[src/rtl/muldiv_unit_if.sv]
// ----------------------------------------------------------------------------
// muldiv_unit_if
//
// Purpose: groups the EX-stage <-> multiply/divide unit signals.
//
// Handshake: EX raises start with funct3/op_a/op_b valid in the same cycle.
// The unit accepts the operation only in its idle state when flush is low.
// The acceptance is visible through stall, which stays high from the accept
// cycle until the final calculation cycle. done is a one-cycle pulse marking
// the cycle in which result holds the new value. There is no ready signal.
// EX keeps its pipeline frozen while stall is high. It must not expect a
// start that coincides with done to be taken.
//
// Signals:
//   flush  - EX -> unit : abort any in-flight operation
//   start  - EX -> unit : M-extension op present, operands valid
//   funct3 - EX -> unit : operation select
//   op_a   - EX -> unit : rs1 operand
//   op_b   - EX -> unit : rs2 operand
//   stall  - unit -> EX : hold IF/ID/EX registers (combinational)
//   done   - unit -> EX : one-cycle result-valid pulse
//   result - unit -> EX : registered result, held until the next done
// ----------------------------------------------------------------------------
interface muldiv_unit_if;
    logic        flush;
    logic        start;
    logic [2:0]  funct3;
    logic [31:0] op_a;
    logic [31:0] op_b;
    logic        stall;
    logic        done;
    logic [31:0] result;

    modport master (
        output flush, start, funct3, op_a, op_b,
        input  stall, done, result
    );

    modport slave (
        input  flush, start, funct3, op_a, op_b,
        output stall, done, result
    );
endinterface

[src/rtl/muldiv_unit.sv]
// ----------------------------------------------------------------------------
// muldiv_unit
//
// Purpose: iterative RV32M multiply/divide unit. The multiplier is radix-2
// shift-add and the divider is radix-2 restoring. Each needs 32 steps, one
// per cycle. Both work on operand magnitudes and apply the sign at the end.
// Divide-by-zero and signed overflow finish in a single cycle.
//
// Ports:
//   clk       - clock, rising edge
//   rst       - synchronous active-high reset
//   bus       - muldiv_unit_if.slave (flush/start/funct3/op_a/op_b in,
//               stall/done/result out)
//   fsm_state - current FSM state (0 idle, 1 calc, 2 done) for observation
// ----------------------------------------------------------------------------
module muldiv_unit (
    input  logic         clk,
    input  logic         rst,
    muldiv_unit_if.slave bus,
    output logic [1:0]   fsm_state
);

    typedef enum logic [1:0] {
        S_IDLE = 2'd0,
        S_CALC = 2'd1,
        S_DONE = 2'd2
    } state_t;

    state_t      state;
    state_t      state_next;

    logic [5:0]  count;
    // Multiply: {partial product high, multiplier / product low}.
    // Divide:   {partial remainder, dividend / quotient}.
    logic [63:0] work;
    logic [31:0] operand_b;   // multiplicand or divisor magnitude
    logic [2:0]  op_sel;
    logic        neg_main;    // negate product or quotient at the end
    logic        neg_rem;     // negate remainder at the end
    logic [31:0] result_q;

    // ------------------------------------------------------------------
    // Issue-side decode
    // ------------------------------------------------------------------
    logic        accept;
    logic        is_div_in;
    logic        signed_a_in;
    logic        signed_b_in;
    logic        a_neg_in;
    logic        b_neg_in;
    logic [31:0] mag_a_in;
    logic [31:0] mag_b_in;
    logic        div_zero;
    logic        div_ovf;
    logic        fast_path;
    logic [31:0] fast_result;

    always_comb begin
        accept      = (state == S_IDLE) & bus.start & ~bus.flush;
        is_div_in   = bus.funct3[2];
        signed_a_in = 1'b0;
        signed_b_in = 1'b0;
        case (bus.funct3)
            3'b001:         begin signed_a_in = 1'b1; signed_b_in = 1'b1; end // MULH
            3'b010:         signed_a_in = 1'b1;                               // MULHSU
            3'b100, 3'b110: begin signed_a_in = 1'b1; signed_b_in = 1'b1; end // DIV, REM
            default:        ;
        endcase
        a_neg_in = signed_a_in & bus.op_a[31];
        b_neg_in = signed_b_in & bus.op_b[31];
        // The magnitude of 0x80000000 is still 0x80000000 when read as unsigned.
        mag_a_in = a_neg_in ? (~bus.op_a + 32'd1) : bus.op_a;
        mag_b_in = b_neg_in ? (~bus.op_b + 32'd1) : bus.op_b;

        div_zero = is_div_in & (bus.op_b == 32'd0);
        div_ovf  = is_div_in & ~bus.funct3[0] &
                   (bus.op_a == 32'h8000_0000) & (bus.op_b == 32'hFFFF_FFFF);
        fast_path = div_zero | div_ovf;

        if (div_zero)
            fast_result = bus.funct3[1] ? bus.op_a : 32'hFFFF_FFFF;
        else
            fast_result = bus.funct3[1] ? 32'd0 : 32'h8000_0000;
    end

    // ------------------------------------------------------------------
    // One radix-2 step
    // ------------------------------------------------------------------
    logic [32:0] mul_sum;
    logic [33:0] div_diff;
    logic        div_ge;
    logic [63:0] work_step;

    always_comb begin
        mul_sum  = {1'b0, work[63:32]} + (work[0] ? {1'b0, operand_b} : 33'd0);
        // The shifted partial remainder can reach 33 bits, so compare work[63:31].
        div_diff = {1'b0, work[63:31]} - {2'b00, operand_b};
        div_ge   = ~div_diff[33];
        if (op_sel[2])
            work_step = {(div_ge ? div_diff[31:0] : work[62:31]), work[30:0], div_ge};
        else
            work_step = {mul_sum, work[31:1]};
    end

    // ------------------------------------------------------------------
    // Final sign correction and result select from the last step
    // ------------------------------------------------------------------
    logic [63:0] prod_signed;
    logic [31:0] quot;
    logic [31:0] rem;
    logic [31:0] calc_result;

    always_comb begin
        prod_signed = neg_main ? (~work_step + 64'd1) : work_step;
        quot        = neg_main ? (~work_step[31:0] + 32'd1) : work_step[31:0];
        rem         = neg_rem  ? (~work_step[63:32] + 32'd1) : work_step[63:32];
        if (op_sel[2])
            calc_result = op_sel[1] ? rem : quot;
        else
            calc_result = (op_sel[1:0] == 2'b00) ? prod_signed[31:0] : prod_signed[63:32];
    end

    // ------------------------------------------------------------------
    // FSM
    // ------------------------------------------------------------------
    always_ff @(posedge clk) begin
        if (rst)
            state <= S_IDLE;
        else
            state <= state_next;
    end

    always_comb begin
        state_next = state;
        case (state)
            S_IDLE:  if (accept) state_next = fast_path ? S_DONE : S_CALC;
            S_CALC:  if (count == 6'd31) state_next = S_DONE;
            S_DONE:  state_next = S_IDLE;
            default: state_next = S_IDLE;
        endcase
        // Flush wins over start and over completion.
        if (bus.flush)
            state_next = S_IDLE;
    end

    // ------------------------------------------------------------------
    // Datapath
    // ------------------------------------------------------------------
    always_ff @(posedge clk) begin
        if (rst) begin
            count     <= 6'd0;
            work      <= 64'd0;
            operand_b <= 32'd0;
            op_sel    <= 3'd0;
            neg_main  <= 1'b0;
            neg_rem   <= 1'b0;
            result_q  <= 32'd0;
        end else if (bus.flush) begin
            count <= 6'd0;
        end else begin
            case (state)
                S_IDLE: begin
                    if (accept) begin
                        op_sel    <= bus.funct3;
                        count     <= 6'd0;
                        work      <= {32'd0, mag_a_in};
                        operand_b <= mag_b_in;
                        neg_main  <= a_neg_in ^ b_neg_in;
                        neg_rem   <= a_neg_in;
                        if (fast_path)
                            result_q <= fast_result;
                    end
                end
                S_CALC: begin
                    work  <= work_step;
                    count <= count + 6'd1;
                    if (count == 6'd31)
                        result_q <= calc_result;
                end
                default: count <= 6'd0;
            endcase
        end
    end

    // ------------------------------------------------------------------
    // Outputs
    // ------------------------------------------------------------------
    assign bus.stall  = ~rst & (accept | (state == S_CALC));
    assign bus.done   = ~rst & (state == S_DONE) & ~bus.flush;
    assign bus.result = result_q;
    assign fsm_state  = state;

endmodule

[src/flat_wrapper.sv]
// flat-port wrapper written by rule: the top's interface ports become plain ports
module muldiv_unit_flat 
  (clk, rst, fsm_state, bus_flush, bus_start, bus_funct3, bus_op_a, bus_op_b, bus_stall, bus_done, bus_result);
  muldiv_unit_if bus_i ();
  input  logic clk;
  input  logic rst;
  output logic [1:0] fsm_state;
  input wire logic [$bits(bus_i.flush)-1:0] bus_flush;
  input wire logic [$bits(bus_i.start)-1:0] bus_start;
  input wire logic [$bits(bus_i.funct3)-1:0] bus_funct3;
  input wire logic [$bits(bus_i.op_a)-1:0] bus_op_a;
  input wire logic [$bits(bus_i.op_b)-1:0] bus_op_b;
  output wire logic [$bits(bus_i.stall)-1:0] bus_stall;
  output wire logic [$bits(bus_i.done)-1:0] bus_done;
  output wire logic [$bits(bus_i.result)-1:0] bus_result;
  assign bus_i.flush = bus_flush;
  assign bus_i.start = bus_start;
  assign bus_i.funct3 = bus_funct3;
  assign bus_i.op_a = bus_op_a;
  assign bus_i.op_b = bus_op_b;
  assign bus_stall = bus_i.stall;
  assign bus_done = bus_i.done;
  assign bus_result = bus_i.result;
  muldiv_unit u_core (.clk(clk), .rst(rst), .bus(bus_i), .fsm_state(fsm_state));
endmodule
[config.mk]
export PLATFORM = sky130hd
export DESIGN_NAME = muldiv_unit_flat
export DESIGN_NICKNAME = d
export VERILOG_FILES = /design/src/rtl/muldiv_unit_if.sv /design/src/rtl/muldiv_unit.sv /design/src/flat_wrapper.sv
export SDC_FILE = /design/constraint.sdc
export NUM_CORES = 1
export LEC_CHECK = 0
export CAP_MARGIN = 20
export CORE_MARGIN = 2
export CORE_UTILIZATION = 35
export DETAILED_ROUTE_END_ITERATION = 8
export PLACE_DENSITY_LB_ADDON = 0.08
export SLEW_MARGIN = 20
export SYNTH_ARGS = -nofsm -noshare
export SYNTH_HDL_FRONTEND = slang
export SYNTH_SLANG_ARGS = --single-unit
[constraint.sdc]
create_clock -name clk -period 5.09 [get_ports clk]
set_clock_uncertainty 0.2 [all_clocks]
set_input_delay 1.018 -clock clk [delete_from_list [all_inputs] [get_ports clk]]
set_output_delay 1.018 -clock clk [all_outputs]
set_load 0.005 [all_outputs]
# == Yosys cells after proc, flatten, opt, wreduce, memory -nomap -nowiden ==
# Cells that the tools add are included.
# totals
mem_bits_rw,0
mem_count,0
latchBits,0
romBits,0
output_inout_bits,36
input_bits,71
reg_bits,141
# op_classes
addsub,8
n_bitwise,23
n_div,0
n_mul,0
eq_ne,12
muxes,28
shifts,0
magnitude_cmp,0
reduce_logical,11
# op_table
op,n
two-way mux 32 bit,15
two-way mux 64 bit,3
"adder 32 x 1 -> 32 bit, second input constant",4
inverter 32 bit,4
one-hot mux 64 bit (2 select lines),1
"adder 64 x 1 -> 64 bit, second input constant",1
"equality test 32 bit, second input constant",2
inverter 64 bit,1
one-hot mux 32 bit (2 select lines),1
subtractor 33 x 32 -> 34 bit,1
adder 32 x 33 -> 33 bit,1
logical NOT 32 bit,1
one-hot mux 6 bit (2 select lines),1
AND 1 bit,11
"adder 6 x 1 -> 6 bit, second input constant",1
"equality test 3 bit, second input constant",2
"equality test 6 x 5 -> 1 bit, second input constant",1
two-way mux 2 bit,3
two-way mux 6 bit,1
"!= test 2 x 1 -> 1 bit, second input constant",3
AND reduction 3 bit,2
AND reduction 5 bit,1
logical NOT 2 bit,2
inverter 1 bit,4
other kinds (13),15

# == Longest topological paths before layout ==
# logic_depth
word_depth,10
ltp_mapped,23

# == Least setup slack after synthesis ==
# Ideal clock, no wire load.
# synth_path
path_type,register -> register
startpoint,register u_core.op_sel[2]
endpoint,"register u_core.result_q[30], in the netlist u_core.bus.result[30]"
path_stages_with_launch,20
arrival_ps,4448
required_time_ps,4831
period_less_slack_ps,4707
setup_time_ps,59
path_slack_ps,383
cell_sequence,dfxtp_1 -> buf_2 -> buf_6 -> buf_6 -> buf_6 -> clkbuf_1 -> buf_1 -> buf_1 -> clkbuf_1 -> nand2_1 -> o21ai_0 -> ha_1 -> nand3_1 -> nor3_1 -> and3_1 -> nor2_1 -> or4_1 -> or4_1 -> a211oi_2 -> o31a_1
# synth_between
elab_chain_len,8
word_cells_on_any_way,15
cone_classes,add/sub: 3; mux: 9; bitwise: 3
# synth_rtl
element,line,source
start: declaration,muldiv_unit.sv:37,logic [2:0] op_sel;
start signal: assignment,muldiv_unit.sv:164,op_sel <= bus.funct3;
two-way mux 64 bit,muldiv_unit.sv:99,if (op_sel[2])
inverter 64 bit (tied with other cells),muldiv_unit.sv:114,prod_signed = neg_main ? (~work_step + 64'd1) : work_step;
adder 64 x 1 -> 64 bit (tied with other cells),muldiv_unit.sv:114,
two-way mux 64 bit (tied with other cells),muldiv_unit.sv:114,
"two-way mux 32 bit, on equally long branches","muldiv_unit.sv:120, muldiv_unit.sv:118",
two-way mux 32 bit (*),muldiv_unit.sv:117,if (op_sel[2])
two-way mux 32 bit (*),muldiv_unit.sv:177,if (count == 6'd31)
one-hot mux 32 bit (2 select lines) (*),muldiv_unit.sv:161,case (state)
end signal: assignment,muldiv_unit.sv:171,result_q <= fast_result;
end signal: assignment,muldiv_unit.sv:178,result_q <= calc_result;
end: declaration,muldiv_unit.sv:40,logic [31:0] result_q;
# Mark *: on every way between the ends. The rest lies on a longest branch, timed or not. The select of a mux whose other input is x is not followed.
# A chain may end at the register's enable or synchronous reset.

# == Worst setup path after layout ==
# layout_path
startpoint,register u_core.work[0]
endpoint,"register u_core.result_q[17], in the netlist u_core.bus.result[17]"
# layout_between
elab_chain_len,10
word_cells_on_any_way,17
cone_classes,add/sub: 4; mux: 10; bitwise: 3
# layout_rtl
element,line,source
start: declaration,muldiv_unit.sv:35,logic [63:0] work;
start signal: assignment,muldiv_unit.sv:166,"work <= {32'd0, mag_a_in};"
start signal: assignment,muldiv_unit.sv:175,work <= work_step;
two-way mux 32 bit,muldiv_unit.sv:95,"mul_sum = {1'b0, work[63:32]} + (work[0] ? {1'b0, operand_b} : 33'd0);"
adder 32 x 33 -> 33 bit,muldiv_unit.sv:95,
two-way mux 64 bit (*),muldiv_unit.sv:99,
inverter 64 bit / inverter 32 bit (equally long branches),"muldiv_unit.sv:114, muldiv_unit.sv:116",
adder 64 x 1 -> 64 bit / adder 32 x 1 -> 32 bit (equally long branches),"muldiv_unit.sv:114, muldiv_unit.sv:116",
two-way mux 64 bit / two-way mux 32 bit (equally long branches),"muldiv_unit.sv:114, muldiv_unit.sv:116",
"two-way mux 32 bit, on equally long branches","muldiv_unit.sv:120, muldiv_unit.sv:118",
two-way mux 32 bit (*),muldiv_unit.sv:117,
two-way mux 32 bit (*),muldiv_unit.sv:177,
one-hot mux 32 bit (2 select lines) (*),muldiv_unit.sv:161,
# Marked as above.

==> impl_metrics.tcl <==
set metrics [dict create \
    status "complete, no violations" \
    synth_top_family_by_area "compound AO/OA/AOI/OAI gates" \
    synth_top_cell_area_share 0.1874 \
    initial_utilization 0.3566 \
    grt_max_degree 87 \
    detail-route-antenna-nets 0 \
    setup_violations 0 \
    holdBufCountCts 0 \
    place_hpwl_mm 56.95 \
    n_fill_cell 4427 \
    pin_count 107 \
    ys_ff_latch 141 \
    synthMuxAreaShare 0.03257 \
    ir_worst_vdd_v 0.0002240 \
    place_area_um2 18110 \
    num_antenna_cells 0 \
    insertion_delay_ps 490 \
    numCtsBuffers 17 \
    die-area_um2 44700 \
    clk_pin_slew_ps 70 \
    worst_setup_path_start_kind "register" \
    synth-warning-count 0 \
    critical_path_class "reg -> reg" \
    nNetsFinal 2497 \
    tightest_slew_ps 1106 \
    synth-adder-area-share 0.06082 \
    gp_congestion 0.9704 \
    die_h_um 211.4 \
    coreArea_um2 42230 \
    synth-async-reset-ratio 0 \
    crit_arrival_ps 5100 \
    design_area_um2 18820 \
    syn-num-nets 2261 \
    ys_seq_area_frac 0.1874 \
    rrSetupSlack_ps 160 \
    multi_input_area_um2 11460 \
    crit_path_end "u_core.bus.result[17]" \
    antenna_found_initial 3 \
    critPathRequiredTime_ps 5260 \
    die_w_um 211.4 \
    synth_simple_gate_area_share 0.2400 \
    leakage_nw 7.256 \
    mostFrequentLayoutCell "nor2_1" \
    synth_xor_area_frac 0.09422 \
    drc 0 \
    synth_compound_area_frac 0.3257 \
    first_global_vias 16720 \
    cts_tree "yes" \
    r2r-start "u_core.work[0]" \
    ff2ff_path_depth 17 \
    postLayoutCoreUtil 0.4456 \
    finalPower_mw 4.095 \
    postSynthAreaPerCell_um2 7.110 \
    syn_area_um2 15060 \
    clock.fmax_mhz 202.8 \
    wirelength_mm 71.95 \
    vias_per_cell 6.144 \
    synth_cells 2118 \
    endpoint_kind "register" \
    overflow 0 \
    hold_class "reg -> reg" \
    place_inst 2873 \
    fin_crit_ps 4931 \
    reg2reg_to "u_core.bus.result[17]" \
    regArea_um2 2826 \
    min_period_over_period 0.9687 \
    startpoint "u_core.work[0]" \
    clk_path_buf_depth 2 \
    hold_viol 0 \
    synth_edf_count 0 \
    cp_max_fo 20 \
    maxCapViolCount 0 \
    dr.pass1.iters 5 \
    grt_pass1_wl_mm 107.3 \
    root_buffer "clkbuf_16" \
    ys_types 97 \
    area_growth_pct 24.95 \
    slew_headroom 0.2624 \
    mostFrequentLayoutCells "266 x nor2_1, 244 x buf_4, 209 x a21oi_1" \
    yosys.area.top_type "dfxtp_1" \
    fin_setup_tns_ps 0 \
    finalNonFillerCells 2906 \
    clock_sinks 141 \
    drt-initial-drc-count 1884 \
    track_usage 0.3214 \
    drive_above_1_share 0.1512 \
    post_drt_wl_per_cell_um 24.76 \
    htree_levels 4 \
    synth_top_flop_cell "dfxtp_1" \
    io_buffers 106 \
    num_vias 17850 \
    drv_slew 0 \
    pwr_density_cell_nw_per_um2 217.6 \
    ys_top_cells_by_area "dfxtp_1 19%, a21oi_1 7.0%, nor2_1 6.7%" \
    rows 75 \
]
-- final cells by class --
| type | count | share of cell area |
|---|---|---|
| Inverter | 68 | 0.01356 |
| Timing Repair Buffer | 354 | 0.1585 |
| Sequential cell | 141 | 0.1502 |
| Multi-Input combinational cell | 1772 | 0.6088 |
| Tap cell | 539 | 0.03584 |
| Clock buffer | 18 | 0.02281 |
| Clock inverter | 14 | 0.01024 |
-- per-stage QoR --
stage,hold slack (ps),setup slack [ps]
2_1_floorplan,240.3,383.2
3_3_place_gp,257.3,15.74
3_5_place_dp,266.8,28.21
4_1_cts,275.5,105.3
5_1_grt,312.3,-11.71
6_report,272.0,159.3
-- registers in the layout, indices dropped and copies added (netlist names) --
name and cells:
u_core.work 64, u_core.bus.result 32, u_core.operand_b 32, u_core.count 6, u_core.op_sel 3, u_core.fsm_state 2
u_core.neg_main 1, u_core.neg_rem 1
-- cells by family (layout without fill, tap and decap cells) --
group / count (synthesis) / count (layout)
adders and majority gates: 72 / 72
buffers and inverters: 205 / 454
muxes: 47 / 47
AOI/OAI and AO/OA: 748 / 748
xor gates and xnor gates: 162 / 162
DFF: 141 / 141
and+or+nand+nor: 743 / 743
-- worst min-delay path by stage --
stage	cells after the start	to	start	slack, ps
CTS	2	u_core.count[5]	u_core.count[5]	280
global route	2	u_core.count[5]	u_core.count[5]	310
global placement	2	u_core.count[5]	u_core.count[5]	260
finish	2	u_core.count[5]	u_core.count[5]	270
detailed placement	2	u_core.count[5]	u_core.count[5]	270
floorplan	2	u_core.operand_b[27]	u_core.operand_b[27]	240
-- power breakdown --
part | leakage [nW] | internal, mW | switching [mW]
sequential | 1.15 | 1.14 | 0.0571
clock | 0.296 | 0.818 | 0.581
combinational | 5.81 | 0.593 | 0.901
total | 7.26 | 2.56 | 1.54
-- critical path, stage by stage, from the launching register on --
cell,delay [ps]
dfxtp_1,340
buf_4,210
and2_1,210
ha_1,300
buf_4,130
o211ai_1,90
o211ai_1,330
nand4_1,320
a21oi_1,380
xor2_1,280
a2bb2oi_1,520
nor2_1,140
nand2_1,160
nand4b_1,230
mux2_2,370
a221oi_1,320
buf_4,180
o21ai_0,80
-- synth_stat cells (22+ instances only) --
library cell,count
nor2_1,268
a21oi_1,211
nand2_1,160
o21ai_0,152
dfxtp_1,141
clkbuf_1,99
xnor2_1,92
a211oi_1,74
ha_1,70
xor2_1,70
inv_1,66
nor3_1,49
and2_1,48
nand3_1,43
a22oi_1,38
a31oi_1,33
o31ai_1,32
mux2i_1,31
nand4_1,31
or3_1,28
nand2b_1,23
a311oi_1,22
-- repair_timing --
item / CTS / global route
endpoints found under the setup margin: 0 / 19
gates resized for setup: 0 / 15
buffers inserted: 0 / 1
-- metal layers --
layer | vias up | share of wire | GRT usage | wire (um)
met1 | 8563 | 0.47 | 0.4734 | 34050
met4 | 0 | 0.026 | 0.09665 | 1863
met2 | 847 | 0.42 | 0.4710 | 30000
li1 | 8332 | - | - | -
met5 | - | 0 | 0 | 0
met3 | 112 | 0.084 | 0.05815 | 6035
(Power assumes the default switching activity.)
